File: config.mk
export PLATFORM = sky130hd
export DESIGN_NAME = mcsr_row_collector_flat
export DESIGN_NICKNAME = d
export VERILOG_FILES = /design/src/rtl/mcsr_pkg.sv /design/src/rtl/mcsr_row_collector_if.sv /design/src/rtl/mcsr_result_bank.sv /design/src/rtl/mcsr_row_collector.sv /design/src/flat_wrapper.sv
export SDC_FILE = /design/constraint.sdc
export NUM_CORES = 1
export LEC_CHECK = 0
export BUFFER_PORTS_ARGS = -buffer_cell sky130_fd_sc_hd__buf_2
export CELL_PAD_IN_SITES_DETAIL_PLACEMENT = 0
export CELL_PAD_IN_SITES_GLOBAL_PLACEMENT = 1
export CORE_MARGIN = 10
export CORE_UTILIZATION = 48
export CTS_BUF_LIST = sky130_fd_sc_hd__clkbuf_8
export DETAILED_ROUTE_END_ITERATION = 6
export GPL_TIMING_DRIVEN = 0
export PLACE_DENSITY_LB_ADDON = 0.1
export SYNTH_ARGS = -nofsm -noshare
export SYNTH_HDL_FRONTEND = slang
export SYNTH_HIERARCHICAL = 1
export SYNTH_SLANG_ARGS = --single-unit
File: constraint.sdc
create_clock -name clk -period 6.6 [get_ports clk]
set_input_delay 0.33 -clock clk [delete_from_list [all_inputs] [get_ports clk]]
set_output_delay 0.33 -clock clk [all_outputs]
set_load 0.05 [all_outputs]
File: src/rtl/mcsr_pkg.sv
// Shared types and default sizes for the MCSR SpMV result collector.
// Imported by the collector top, its result bank and the stream interface users.
package mcsr_pkg;

  localparam int NUM_ROWS_DEF  = 5;
  localparam int DATA_W_DEF    = 32;
  localparam int ROW_IDX_W_DEF = 3;

  typedef enum logic [1:0] {
    IDLE    = 2'd0,
    COLLECT = 2'd1,
    DRAIN   = 2'd2,
    DONE    = 2'd3
  } collect_state_t;

endpackage

File: src/rtl/mcsr_row_collector_if.sv
// Row-ordered result stream (valid/ready) leaving the collector.
// master = collector side, slave = consumer (host DMA / writeback).
interface mcsr_row_collector_if #(
  parameter int DATA_W    = 32,
  parameter int ROW_IDX_W = 3
);

  logic                 valid;
  logic                 ready;
  logic [DATA_W-1:0]    data;
  logic [ROW_IDX_W-1:0] row;
  logic                 last;

  modport master (
    output valid,
    output data,
    output row,
    output last,
    input  ready
  );

  modport slave (
    input  valid,
    input  data,
    input  row,
    input  last,
    output ready
  );

endinterface

File: src/rtl/mcsr_result_bank.sv
// Row-indexed result registers with per-row captured bits.
// clr loads the captured mask from init_mask and zeroes every word.
module mcsr_result_bank
  import mcsr_pkg::*;
#(
  parameter int NUM_ROWS  = NUM_ROWS_DEF,
  parameter int DATA_W    = DATA_W_DEF,
  parameter int ROW_IDX_W = ROW_IDX_W_DEF
) (
  input  logic                       clk,
  input  logic                       rst_n,
  input  logic                       clr,
  input  logic [NUM_ROWS-1:0]        init_mask,
  input  logic [NUM_ROWS-1:0]        we,
  input  logic [NUM_ROWS*DATA_W-1:0] wdata,
  input  logic [ROW_IDX_W-1:0]       rd_idx,
  output logic [DATA_W-1:0]          rd_data,
  output logic [NUM_ROWS-1:0]        captured
);

  logic [DATA_W-1:0] mem [NUM_ROWS];

  always_ff @(posedge clk) begin
    if (!rst_n) begin
      for (int i = 0; i < NUM_ROWS; i++) begin
        mem[i] <= '0;
      end
      captured <= '0;
    end else if (clr) begin
      for (int i = 0; i < NUM_ROWS; i++) begin
        mem[i] <= '0;
      end
      captured <= init_mask;
    end else begin
      for (int i = 0; i < NUM_ROWS; i++) begin
        if (we[i]) begin
          mem[i]      <= wdata[i*DATA_W +: DATA_W];
          captured[i] <= 1'b1;
        end
      end
    end
  end

  // Look-ahead index may point one past the last row; read 0 there.
  always_comb begin
    rd_data = '0;
    if (32'(rd_idx) < NUM_ROWS) begin
      rd_data = mem[rd_idx];
    end
  end

endmodule

File: src/rtl/mcsr_row_collector.sv
// Collects per-row MAC results in any order, then streams y in row order.
// Optional watchdog: define MCSR_COLLECT_TIMEOUT_EN.
module mcsr_row_collector
  import mcsr_pkg::*;
#(
  parameter int NUM_ROWS       = NUM_ROWS_DEF,
  parameter int DATA_W         = DATA_W_DEF,
  parameter int ROW_IDX_W      = ROW_IDX_W_DEF,
  parameter int TIMEOUT_CYCLES = 1024
) (
  input  logic                       clk,
  input  logic                       ap_rst_n,
  input  logic                       start,
  input  logic [NUM_ROWS-1:0]        row_en,
  input  logic [NUM_ROWS*DATA_W-1:0] y_data,
  input  logic [NUM_ROWS-1:0]        y_vld,
  mcsr_row_collector_if.master       out,
  output logic                       busy,
  output logic                       done,
  output logic                       overrun,
  output logic                       timeout
);

  localparam logic [ROW_IDX_W-1:0] LAST_ROW = ROW_IDX_W'(NUM_ROWS - 1);

  if ((2**ROW_IDX_W) < NUM_ROWS || TIMEOUT_CYCLES < 1) begin : g_bad_cfg
    $error("mcsr_row_collector: bad parameters");
  end

  collect_state_t state_q, state_d;

  logic [NUM_ROWS-1:0]  row_en_q, row_en_d;
  logic [ROW_IDX_W-1:0] rd_ptr_q, rd_ptr_d;
  logic                 out_valid_q, out_valid_d;
  logic [DATA_W-1:0]    out_data_q, out_data_d;
  logic [ROW_IDX_W-1:0] out_row_q, out_row_d;
  logic                 out_last_q, out_last_d;
  logic                 done_q, done_d;
  logic                 overrun_q, overrun_d;

  logic                 bank_clr;
  logic [NUM_ROWS-1:0]  bank_we;
  logic [NUM_ROWS-1:0]  captured;
  logic [NUM_ROWS-1:0]  next_captured;
  logic                 all_in;
  logic [ROW_IDX_W-1:0] rd_idx;
  logic [DATA_W-1:0]    rd_data;
  logic                 hs;
  logic                 expire;

  assign bank_clr = (state_q == IDLE) && start;
  assign bank_we  = (state_q == COLLECT) ? (y_vld & row_en_q) : '0;
  assign next_captured = captured | bank_we;
  assign all_in = &next_captured;
  assign hs     = out_valid_q && out.ready;
  // Index of the word to present after the next handshake.
  assign rd_idx = (state_q == DRAIN) ? ROW_IDX_W'(rd_ptr_q + 1'b1) : '0;

  mcsr_result_bank #(
    .NUM_ROWS  (NUM_ROWS),
    .DATA_W    (DATA_W),
    .ROW_IDX_W (ROW_IDX_W)
  ) u_bank (
    .clk       (clk),
    .rst_n     (ap_rst_n),
    .clr       (bank_clr),
    .init_mask (~row_en),
    .we        (bank_we),
    .wdata     (y_data),
    .rd_idx    (rd_idx),
    .rd_data   (rd_data),
    .captured  (captured)
  );

`ifdef MCSR_COLLECT_TIMEOUT_EN
  logic [31:0] wd_q, wd_d;
  logic        timeout_q, timeout_d;

  assign expire  = (wd_q + 32'd1) == 32'(TIMEOUT_CYCLES);
  assign timeout = timeout_q;

  always_ff @(posedge clk) begin
    if (!ap_rst_n) begin
      wd_q      <= '0;
      timeout_q <= 1'b0;
    end else begin
      wd_q      <= wd_d;
      timeout_q <= timeout_d;
    end
  end
`else
  assign expire  = 1'b0;
  assign timeout = 1'b0;
`endif

  always_comb begin
    state_d     = state_q;
    row_en_d    = row_en_q;
    rd_ptr_d    = rd_ptr_q;
    out_valid_d = out_valid_q;
    out_data_d  = out_data_q;
    out_row_d   = out_row_q;
    out_last_d  = out_last_q;
    done_d      = 1'b0;
    overrun_d   = overrun_q;
`ifdef MCSR_COLLECT_TIMEOUT_EN
    wd_d      = wd_q;
    timeout_d = timeout_q;
`endif
    unique case (state_q)
      IDLE: begin
        if (start) begin
          row_en_d  = row_en;
          overrun_d = 1'b0;
          state_d   = COLLECT;
`ifdef MCSR_COLLECT_TIMEOUT_EN
          wd_d      = '0;
          timeout_d = 1'b0;
`endif
        end
      end
      COLLECT: begin
        if (|(bank_we & captured)) begin
          overrun_d = 1'b1;
        end
`ifdef MCSR_COLLECT_TIMEOUT_EN
        wd_d = wd_q + 32'd1;
        if (!all_in && expire) begin
          timeout_d = 1'b1;
        end
`endif
        if (all_in || expire) begin
          state_d     = DRAIN;
          rd_ptr_d    = '0;
          out_valid_d = 1'b1;
          out_row_d   = '0;
          out_last_d  = (LAST_ROW == '0);
          // Row 0 may be landing on this very edge; forward it.
          out_data_d  = bank_we[0] ? y_data[DATA_W-1:0] : rd_data;
        end
      end
      DRAIN: begin
        if (|y_vld) begin
          overrun_d = 1'b1;
        end
        if (hs) begin
          if (out_last_q) begin
            out_valid_d = 1'b0;
            out_last_d  = 1'b0;
            done_d      = 1'b1;
            state_d     = DONE;
          end else begin
            rd_ptr_d   = rd_idx;
            out_row_d  = rd_idx;
            out_data_d = rd_data;
            out_last_d = (rd_idx == LAST_ROW);
          end
        end
      end
      DONE: begin
        if (|y_vld) begin
          overrun_d = 1'b1;
        end
        state_d = IDLE;
      end
      default: state_d = IDLE;
    endcase
  end

  always_ff @(posedge clk) begin
    if (!ap_rst_n) begin
      state_q     <= IDLE;
      row_en_q    <= '0;
      rd_ptr_q    <= '0;
      out_valid_q <= 1'b0;
      out_data_q  <= '0;
      out_row_q   <= '0;
      out_last_q  <= 1'b0;
      done_q      <= 1'b0;
      overrun_q   <= 1'b0;
    end else begin
      state_q     <= state_d;
      row_en_q    <= row_en_d;
      rd_ptr_q    <= rd_ptr_d;
      out_valid_q <= out_valid_d;
      out_data_q  <= out_data_d;
      out_row_q   <= out_row_d;
      out_last_q  <= out_last_d;
      done_q      <= done_d;
      overrun_q   <= overrun_d;
    end
  end

  assign out.valid = out_valid_q;
  assign out.data  = out_data_q;
  assign out.row   = out_row_q;
  assign out.last  = out_last_q;
  assign busy      = (state_q != IDLE);
  assign done      = done_q;
  assign overrun   = overrun_q;

endmodule

File: src/flat_wrapper.sv
// flat-port wrapper written by rule: the top's interface ports become plain ports
module mcsr_row_collector_flat import mcsr_pkg::*;
#(
  parameter int NUM_ROWS       = NUM_ROWS_DEF,
  parameter int DATA_W         = DATA_W_DEF,
  parameter int ROW_IDX_W      = ROW_IDX_W_DEF,
  parameter int TIMEOUT_CYCLES = 1024
)
  (clk, ap_rst_n, start, row_en, y_data, y_vld, busy, done, overrun, timeout, out_valid, out_data, out_row, out_last, out_ready);
  mcsr_row_collector_if #(.DATA_W(DATA_W), .ROW_IDX_W(ROW_IDX_W)) out_i ();
  input  logic clk;
  input  logic ap_rst_n;
  input  logic start;
  input  logic [NUM_ROWS-1:0] row_en;
  input  logic [NUM_ROWS*DATA_W-1:0] y_data;
  input  logic [NUM_ROWS-1:0] y_vld;
  output logic busy;
  output logic done;
  output logic overrun;
  output logic timeout;
  output wire logic [$bits(out_i.valid)-1:0] out_valid;
  output wire logic [$bits(out_i.data)-1:0] out_data;
  output wire logic [$bits(out_i.row)-1:0] out_row;
  output wire logic [$bits(out_i.last)-1:0] out_last;
  input wire logic [$bits(out_i.ready)-1:0] out_ready;
  assign out_valid = out_i.valid;
  assign out_data = out_i.data;
  assign out_row = out_i.row;
  assign out_last = out_i.last;
  assign out_i.ready = out_ready;
  mcsr_row_collector #(.NUM_ROWS(NUM_ROWS), .DATA_W(DATA_W), .ROW_IDX_W(ROW_IDX_W), .TIMEOUT_CYCLES(TIMEOUT_CYCLES)) u_core (.clk(clk), .ap_rst_n(ap_rst_n), .start(start), .row_en(row_en), .y_data(y_data), .y_vld(y_vld), .out(out_i), .busy(busy), .done(done), .overrun(overrun), .timeout(timeout));
endmodule
### After elaboration in Yosys (flattened, before gate mapping)

Memory sizes are Yosys's and may differ from the RTL's.
Cells that the tools add are included.

| storage, ports and cells | value |
|---|---|
| register bits | 51 |
| bits in latches | 0 |
| RAM bits | 160 |
| ROM bits | 0 |
| input port bits | 174 |
| output and inout port bits | 41 |
| word-level logic and storage cells | 132 |
| memories | 1 |

Memory list:

| name | depth | width | rd ports | clocked after memory_dff | write ports | RTL line | RTL |
|---|---|---|---|---|---|---|---|
| u_core.u_bank.mem | 5 | 32 | 1 | 0 | 5 | mcsr_result_bank.sv:21 | `logic [DATA_W-1:0] mem [NUM_ROWS];` |

| cells by class | value |
|---|---|
| add/subtract/negate cells | 1 |
| $mul | 0 |
| divide/modulo/power cells | 0 |
| order comparisons | 1 |
| equal/unequal tests | 11 |
| shift-type cells | 0 |
| mux-type cells | 70 |
| bitwise operators | 14 |
| reductions and logical operators | 21 |

Operator list:

| kind | count |
|---|---|
| 2-to-1 mux 32 bit | 15 |
| case mux 32 bit (2 select lines) | 1 |
| 2-to-1 mux 1 bit | 39 |
| nonzero test 2 bit | 7 |
| 2-to-1 mux 3 bit | 4 |
| AND reduction 4 bit | 3 |
| bitwise AND 5 bit | 2 |
| 2-to-1 mux 5 bit | 2 |
| bitwise OR 1 bit | 10 |
| OR reduction 5 bit | 2 |
| AND reduction 3 bit | 3 |
| 2-to-1 mux 2 bit | 4 |
| inequality test 2 x 1 -> 1 bit (second input constant) | 4 |
| case mux 2 bit (4 select lines) | 1 |
| inequality test 2 bit (second input constant) | 3 |
| case mux 3 bit (2 select lines) | 1 |
| inverter 5 bit | 1 |
| bitwise OR 5 bit | 1 |
| AND reduction 5 bit | 1 |
| equality test 2 bit (second input constant) | 2 |
| case mux 1 bit (2 select lines) | 2 |
| adder 3 x 1 -> 3 bit (second input constant) | 1 |
| equality test 3 bit (second input constant) | 1 |
| less-than comparator 3 bit (second input constant) | 1 |
| 6 further kinds | 7 |

### Depth between registers and ports, before layout

Gate-level depths: netlist (run 1).

| depth | value |
|---|---|
| word-level depth | 7 |
| depth in mapped cells | 12 |

### Modules after synthesis

Netlist (run 1), hierarchy kept.

Modules (own cells, without submodules):

| module | times used | cells an instance | area each (µm²) | sequential area each (µm²) |
|---|---|---|---|---|
| mcsr_result_bank | 1 | 555 | 7536.0 | 4904.7 |
| mcsr_row_collector | 1 | 263 | 2467.4 | 920.9 |

### Least setup slack after synthesis (run 1)

OpenSTA, ideal clock, no wires.

| timing path | value |
|---|---|
| path kind | flip-flop to flip-flop |
| start point | register u_core/out.row[0] (netlist name) |
| end point | register u_core.out_data_q[1], in the netlist u_core/out.data[1] |
| setup time | 81 ps |
| data arrival time | 2445 ps |
| required time | 6519 ps |
| slack | 4074 ps |
| cell stages (with the launch flop) | 12 |
| path buffers | 3 |
| period minus slack after synthesis | 2526 ps |
| cell sequence | dfxtp_1 > ha_1 > xor2_1 > and2_1 > buf_2 > nor2b_1 > clkbuf_1 > buf_2 > a32o_1 > a2bb2oi_1 > mux2i_1 > a211oi_2 |

RTL lines:

| element | RTL line | RTL |
|---|---|---|
| to (signal assigned) | mcsr_row_collector.sv:186 | `out_data_q <= out_data_d;` |
| to (decl) | mcsr_row_collector.sv:35 | `logic [DATA_W-1:0] out_data_q, out_data_d;` |

### Worst setup path after layout (run 1)

| timing path | value |
|---|---|
| start point | register u_core.state_q[0] |
| end point | register u_core.out_data_q[21], in the netlist u_core/out.data[21] |

| between the ends | value |
|---|---|
| longest elaborated chain between the ends | 7 |

RTL lines:

| element | RTL line | RTL |
|---|---|---|
| from (decl) | mcsr_row_collector.sv:30 | `collect_state_t state_q, state_d;` |
| from (signal assigned) | mcsr_row_collector.sv:182 | `state_q <= state_d;` |
| equality test 2 bit (*) | mcsr_row_collector.sv:57 | `assign rd_idx = (state_q == DRAIN) ? ROW_IDX_W'(rd_ptr_q + 1'b1) : '0;` |
| 2-to-1 mux 3 bit (*) | mcsr_row_collector.sv:57 |  |
| less-than comparator 3 bit / memory (5 x 32 bit) (equally long branches) | - |  |
| 2-to-1 mux 32 bit (*) | mcsr_result_bank.sv:47 | `if (32'(rd_idx) < NUM_ROWS) begin` |
| via u_core.rd_data[21] | mcsr_row_collector.sv:47 | `logic [DATA_W-1:0] rd_data;` |
| 2-to-1 mux 32 bit, on equally long branches | mcsr_row_collector.sv:147, mcsr_row_collector.sv:139 |  |
| 2-to-1 mux 32 bit, on equally long branches | mcsr_row_collector.sv:146, mcsr_row_collector.sv:132 |  |
| case mux 32 bit (2 select lines) (*) | mcsr_row_collector.sv:110 | `unique case (state_q)` |

The timed path passes the listed nets; every way through them passes the cells marked *. The select of a mux whose other input is x is not followed.
A chain may end at the register's enable or synchronous reset.

==> flow_summary.yaml, run 1 <==
worst_setup_path:
  crit_path_start_kind: "register"
  crit_family: "buffers and inverters"
  worstPathRequired_ns: 7.04
  worst_path_max_delay_cell: "clkbuf_1"
  crit_fanout: 10
  crit_top_cell: "clkbuf_1"
  crit_chain: "inv_1 -> ha_1 -> clkbuf_1 -> nor2b_1 -> clkbuf_1 -> buf_1 -> a21oi_1 -> nor2_1 -> a2bb2oi_1 -> mux2i_1 -> a211oi_2"
  end_kind: "register"
  crit_type: "reg -> reg"
  cpPeakStageDelay_ns: 0.51
  arrival_ns: 3.69
  path_buf_inv: 4
grt:
  grt_max_degree: 33
  track_usage_pct: 21.33
  grt_pass1_wl_um: 44070
  first_global_vias: 7651
  antenna_found_initial: 4
  grt_remaining_overflow: 0
final_layout:
  syn_to_final_growth_pct: 22.56
  fin_util_pct: 60.21
  drive_gt1_share_pct: 30.32
  fin_nets: 1255
  final_cells: 1378
pwr:
  pwr-share-clk_pct: 30.1
  powerDensity_mw_per_mm2: 313.4
  power.net_switching_mw: 1.169
  combPwrFrac_pct: 23.5
  p_seq_share_pct: 46.3
  leakagePower_nw: 5.275
  cellInternalPower_mw: 2.673
  p_total_mw: 3.842
  swShare_pct: 30.42
  peakVddDrop_v: 0.0001532
floorplanning:
  coreArea_mm2: 0.02036
  dieArea_mm2: 0.02701
  rows: 52
  die_x_um: 164.4
  die_h_um: 164.4
  initial_utilization_pct: 49.12
  ioPinCount: 215
cts:
  numClockSinks: 211
  worstSkewPairLatency_ns: 0.53
  cts.clk_slew.worst_paths_ns: 0.06
  hold_buffers: 0
  post-cts-setup-buffers: 0
  cts_resized: 0
  cts-htree-levels: 2
  cts_buffer_depth: 3
  cts_tree: "done"
  cts_root_buf: "clkbuf_8"
  numCtsBuffers: 38
synth:
  syn_avg_cell_area_um2: 12.23
  ys.warnings.count: 6
  synth_nets: 998
  synth_flop_cell: "edfxtp_1"
  synthArstFlopShare_pct: 0
  ys_seq_elements: 211
  netlist_instances: 818
  yosysSeqAreaShare_pct: 58.24
  ys_top_cells_by_area: "edfxtp_1 48%, dfxtp_1 10%, and2_1 10%"
  syn_area_mm2: 0.01000
  synth.most_common_cell: "and2_1"
  yosys.area.top_type: "edfxtp_1"
  ys_top_cells_by_count: "162 x and2_1, 160 x edfxtp_1, 68 x nor2_1"
  synth_cell_type_count: 41
  netlist.area_leader.share_pct: 48.03
  synth_edf_count: 160
routing:
  wl_per_cell_um: 21.33
  via_per_inst: 5.284
  drc: 0
  first_pass_iters: 5
  antenna_left: 0
  vias: 7281
  finalWirelength_um: 29400
  drt_iter0_drc: 465
worst_hold_path:
  hold_path.class: "in -> reg"
sta:
  period_needed_ns: 3.250
  worstMarginPinSlew_ns: 0.9465
  slew_headroom_pct: 36.90
  fin_crit_sh_pct: 49.24
  hold_viol_final: 0
  drv_slew: 0
  setup_tns_ns: 0
  setup_violations: 0
  fmax_ghz: 0.3077
  rsz0062_at_grt: "no"
  skew_ns: 0.01800
placement:
  place_inst: 1305
  io_buffers: 213
  dp_hpwl_um: 21550
  gp_congestion: 0.8487
run_status:
  status: "finished, final reports clean"
flow_run:
  max_cap_viol_count: 0
## per-stage QoR
step                      instance area (µm²)  worst slack (ns)  hold slack [ns]
final                                   12260             3.350          0.05623
after global routing                    12250             3.081          0.04806
after CTS                               12250             3.387          0.02756
after detailed placement                11520             3.415           0.4638
after global placement                  11410             3.237           0.4610
after floorplan                         10000             4.074           0.4450
## path summary, 6_finish.rpt
| path | startpoint | endpoint | slack [ns] | cells after the start |
|---|---|---|---|---|
| setup / recovery | u_core/state_q[0]$_SDFFE_PN0P_ | u_core/out.data[21]$_SDFFE_PN0P_ | 3.35 | 11 |
| setup reg to reg | u_core/state_q[0]$_SDFFE_PN0P_ | u_core/out.data[21]$_SDFFE_PN0P_ | 3.35 | 11 |
| hold / removal | row_en[2] | u_core/row_en_q[2]$_SDFFE_PN0P_ | 0.06 | 3 |
| hold reg to reg | u_core/row_en_q[3]$_SDFFE_PN0P_ | u_core/row_en_q[3]$_SDFFE_PN0P_ | 0.47 | 2 |
## logic make-up (layout without fill, tap and decap cells)
group / count (synthesis) / after routing / synth area share [%]
xor+xnor: 1 / 1 / 0.08757
compound gates: 160 / 160 / 13.82
flops: 211 / 211 / 58.24
fa+ha+maj: 6 / 6 / 0.7504
buf+inv: 79 / 366 / 4.340
simple gates: 294 / 294 / 16.12
other cells: 1 / 4 / 0.03749
mux: 66 / 66 / 6.604
## routing by layer
layer	vias up	routed length, µm	part of all wire, %	global-route usage (%)
li1	3509	-	-	-
met3	38	2401	8.2	5.457
met5	-	25	0.085	0
met2	280	14110	48	34.55
met1	3450	12410	42	27.87
met4	4	454	1.5	5.565
## sequential cells by signal, indices dropped and copies added (netlist names)
| signal | count |
|---|---|
| u_core/out.last | 1 |
| u_core/row_en_q | 5 |
| u_core/state_q | 2 |
| u_core/u_bank/mem | 160 |
| u_core/overrun | 1 |
| u_core/out.data | 32 |
| u_core/out.valid | 1 |
| u_core/done | 1 |
| u_core/out.row | 3 |
| u_core/u_bank/captured | 5 |
## power by group through the flow
stage,Sequential (mW),Combinational (mW),Clock [mW]
2_1_floorplan,1.80,0.574,0
5_1_grt,1.80,0.981,1.25
4_1_cts,1.78,0.904,1.19
6_report,1.78,0.903,1.16
3_3_place_gp,1.81,0.860,0
3_5_place_dp,1.81,0.902,0
## tightest hold or removal path, stage by stage
cell and delay, ns:
buf_2 0.10, nand2_1 0.05, a21oi_1 0.05
## area by class of cell
type	instances	area, µm²
antenna	3	7.507
buffer	66	385.4
clock buffer	45	619.3
clock inverter	25	111.4
fill	1786	8104
inverter	13	48.80
multi-input combinational	528	3756
sequential	211	5826
tap	270	337.8
timing repair buffer	217	1169
## placed cells by master, fill, tap and decap left out, types with 4 or more instances in the layout
cell type  instances
clkbuf_1          36
clkinv_1           8
a211oi_2          32
buf_4              4
nand2_1           20
buf_6             15
a32o_1            31
clkbuf_8          45
edfxtp_1         160
and3_1             6
mux2i_1           66
nand2b_1           5
a2bb2oi_1         31
ha_1               6
inv_1             24
dfxtp_1           51
a21oi_1           41
o21ai_0            6
o311a_1            5
nand2b_2           5
and2_1           162
nand3_1           12
buf_2            221
a31oi_1            6
nor2b_1            4
nor2_1            68
(Power assumes the default switching activity.)
==> run 2: changes to the inputs <==
--- a/config.mk
+++ b/config.mk
@@ -9,7 +9,7 @@
 export CELL_PAD_IN_SITES_DETAIL_PLACEMENT = 0
 export CELL_PAD_IN_SITES_GLOBAL_PLACEMENT = 1
 export CORE_MARGIN = 10
-export CORE_UTILIZATION = 48
+export CORE_UTILIZATION = 45
 export CTS_BUF_LIST = sky130_fd_sc_hd__clkbuf_8
 export DETAILED_ROUTE_END_ITERATION = 6
 export GPL_TIMING_DRIVEN = 0
==> constraint.sdc (replaced) <==
create_clock -name clk -period 3.18 [get_ports clk]
set_input_delay 0.159 -clock clk [delete_from_list [all_inputs] [get_ports clk]]
set_output_delay 0.159 -clock clk [all_outputs]
set_load 0.05 [all_outputs]
==> flow_summary.yaml, run 2 (synthesis gave the netlist of run 1 again) <==
sta:
  drv_slew: 0
  slew_headroom_pct: 37.84
  period_needed_ns: 2.938
  fin_crit_sh_pct: 92.40
  hold_ws_ns: 0.02731
  setup_violations: 0
  worstMarginPinSlew_ns: 0.9324
  setup_slack_ns: 0.2417
  fmax_ghz: 0.3403
  rsz0062_at_grt: "no"
  hold_viol_final: 0
  skew_ns: 0.01155
final_layout:
  stdcell_area_mm2: 0.01399
  antenna_cells: 0
  fin_nets: 1423
  final_common_cell: "buf_2"
  final_cells: 1553
  layout_common_cells: "221 x buf_2, 168 x dlygate4sd3_1, 162 x and2_1"
  syn_to_final_growth_pct: 39.89
  largest_reg_flops: 160
  largest_register: "u_core/u_bank/mem"
  drive_gt1_share_pct: 26.79
floorplanning:
  die_x_um: 169.1
  rows: 54
  ioPinCount: 215
  die_h_um: 169.1
  dieArea_mm2: 0.02859
  initial_utilization_pct: 45.84
  coreArea_mm2: 0.02182
cts:
  worstSkewPairLatency_ns: 0.53
  cts_root_buf: "clkbuf_8"
  cts_buffer_depth: 3
  cts_tree: "done"
  numCtsBuffers: 38
  post-cts-setup-buffers: 0
  cts.clk_slew.worst_paths_ns: 0.06
  cts-htree-levels: 2
  numClockSinks: 211
routing:
  first_pass_iters: 5
  antenna_left: 0
  wl_per_cell_um: 21.25
  finalWirelength_um: 33000
  drt_iter0_drc: 570
  vias: 8080
  via_per_inst: 5.203
  drc: 0
pwr:
  peakVddDrop_v: 0.0003337
  powerDensity_mw_per_mm2: 589.9
  leakagePower_nw: 6.051
  p_total_mw: 8.255
placement:
  gp_congestion: 0.8406
  place_inst: 1316
  dp_hpwl_um: 22190
  dp_slack_ns: 0.06532
  post_dp_cell_area_mm2: 0.01156
  io_buffers: 213
worst_setup_path:
  crit_fanout: 10
  r2r-end: "u_core/u_bank/mem[4][6]$_SDFFCE_PN0P_"
  crit_path_start_kind: "register"
  reg2reg_depth: 8
  crit_type: "reg -> reg"
  crit-reg2reg-launch: "u_core/state_q[1]$_SDFFE_PN0P_"
  r2r_setup_slack_ns: 0.24
  arrival_ns: 3.22
  worstPathRequired_ns: 3.46
  startpoint: "u_core/state_q[1]$_SDFFE_PN0P_"
  end_kind: "register"
grt:
  grtUsageMet1_pct: 28.57
  met2_usage_pct: 38.13
  top_usage_layer: "met2"
  antenna_found_initial: 0
  first_global_vias: 8849
  track_usage_pct: 22.53
  grt_pass1_wl_um: 50690
  grt_remaining_overflow: 0
  grt_max_degree: 21
  grt_util_met3_pct: 5.211
worst_hold_path:
  hold_path.startpoint: "start"
  hold_path.class: "in -> reg"
  holdPathStages: 4
  worstHoldEndpoint: "u_core/overrun$_SDFFE_PN0P_"
flow_run:
  max_cap_viol_count: 0
run_status:
  status: "finished, final reports clean"
[run 2: cell count changes in the layout (fill, tap and decap cells not counted), moves of 2 or more]
cell / previous run / this run
inv_1: 24 / 33
clkbuf_2: 0 / 6
clkinv_1: 8 / 1
dlygate4sd3_1: 0 / 168
diode_2: 3 / 0
inv_6: 2 / 0
clkbuf_1: 36 / 31
buf_1: 3 / 1
[run 2: metal layers]
metal / vias to the layer above / wire [µm] / share of wire (%)
met2: 329 / 16000 / 48
met1: 3867 / 13940 / 42
met5: - / 0 / 0
met4: 0 / 560 / 1.7
met3: 41 / 2509 / 7.6
li1: 3843 / - / -
[run 2: final cells by class]
type | count | area, µm²
plain buffers | 65 | 389.1
clock buffers | 45 | 619.3
clock inverters | 25 | 123.9
fillers | 1781 | 7830
inverters | 13 | 48.80
multi-input cells | 528 | 3759
flip-flops and latches | 211 | 5826
well taps | 280 | 350.3
repair buffers | 386 | 2878
[run 2: how the worst max path moves through the flow]
stage                                                  endpoint  slack [ns]
after global routing           u_core/out.data[31]$_SDFFE_PN0P_        0.03
final                     u_core/u_bank/mem[4][6]$_SDFFCE_PN0P_        0.24
after detailed placement       u_core/out.data[27]$_SDFFE_PN0P_        0.07
after global placement    u_core/u_bank/mem[2][2]$_SDFFCE_PN0P_       -0.16
after CTS                       u_core/out.data[4]$_SDFFE_PN0P_        0.05
after floorplan                 u_core/out.data[1]$_SDFFE_PN0P_        0.65
[run 2: per-stage QoR]
step | TNS [ns] | utilization [%]
floorplan | 0 | -
global placement | -14.54 | 52.33
detailed placement | 0 | 52.98
CTS | 0 | 64.09
global route | 0 | 64.12
finish | 0 | 64.12
[run 2: where the power goes]
part           internal [mW]  total, mW  switching, mW  leakage, nW
clock                   1.36       2.48           1.12        0.458
combinational          0.872       2.08           1.21         3.44
sequential              3.54       3.70          0.159         2.15
[run 2: worst max-delay path: stages (launching register included)]
cell	delay, ns
dfxtp_1	0.39
inv_1	0.10
ha_1	0.25
clkbuf_1	0.24
and3_1	0.28
or4_1	0.53
o21a_2	0.32
clkbuf_1	0.33
and2_1	0.27
[run 2: what timing repair did]
| item | CTS | global route |
|---|---|---|
| endpoints found under the hold margin | 174 | 0 |
| resized for setup | 0 | 11 |
| endpoints found under the setup margin | 0 | 31 |
| hold buffers | 168 | 0 |
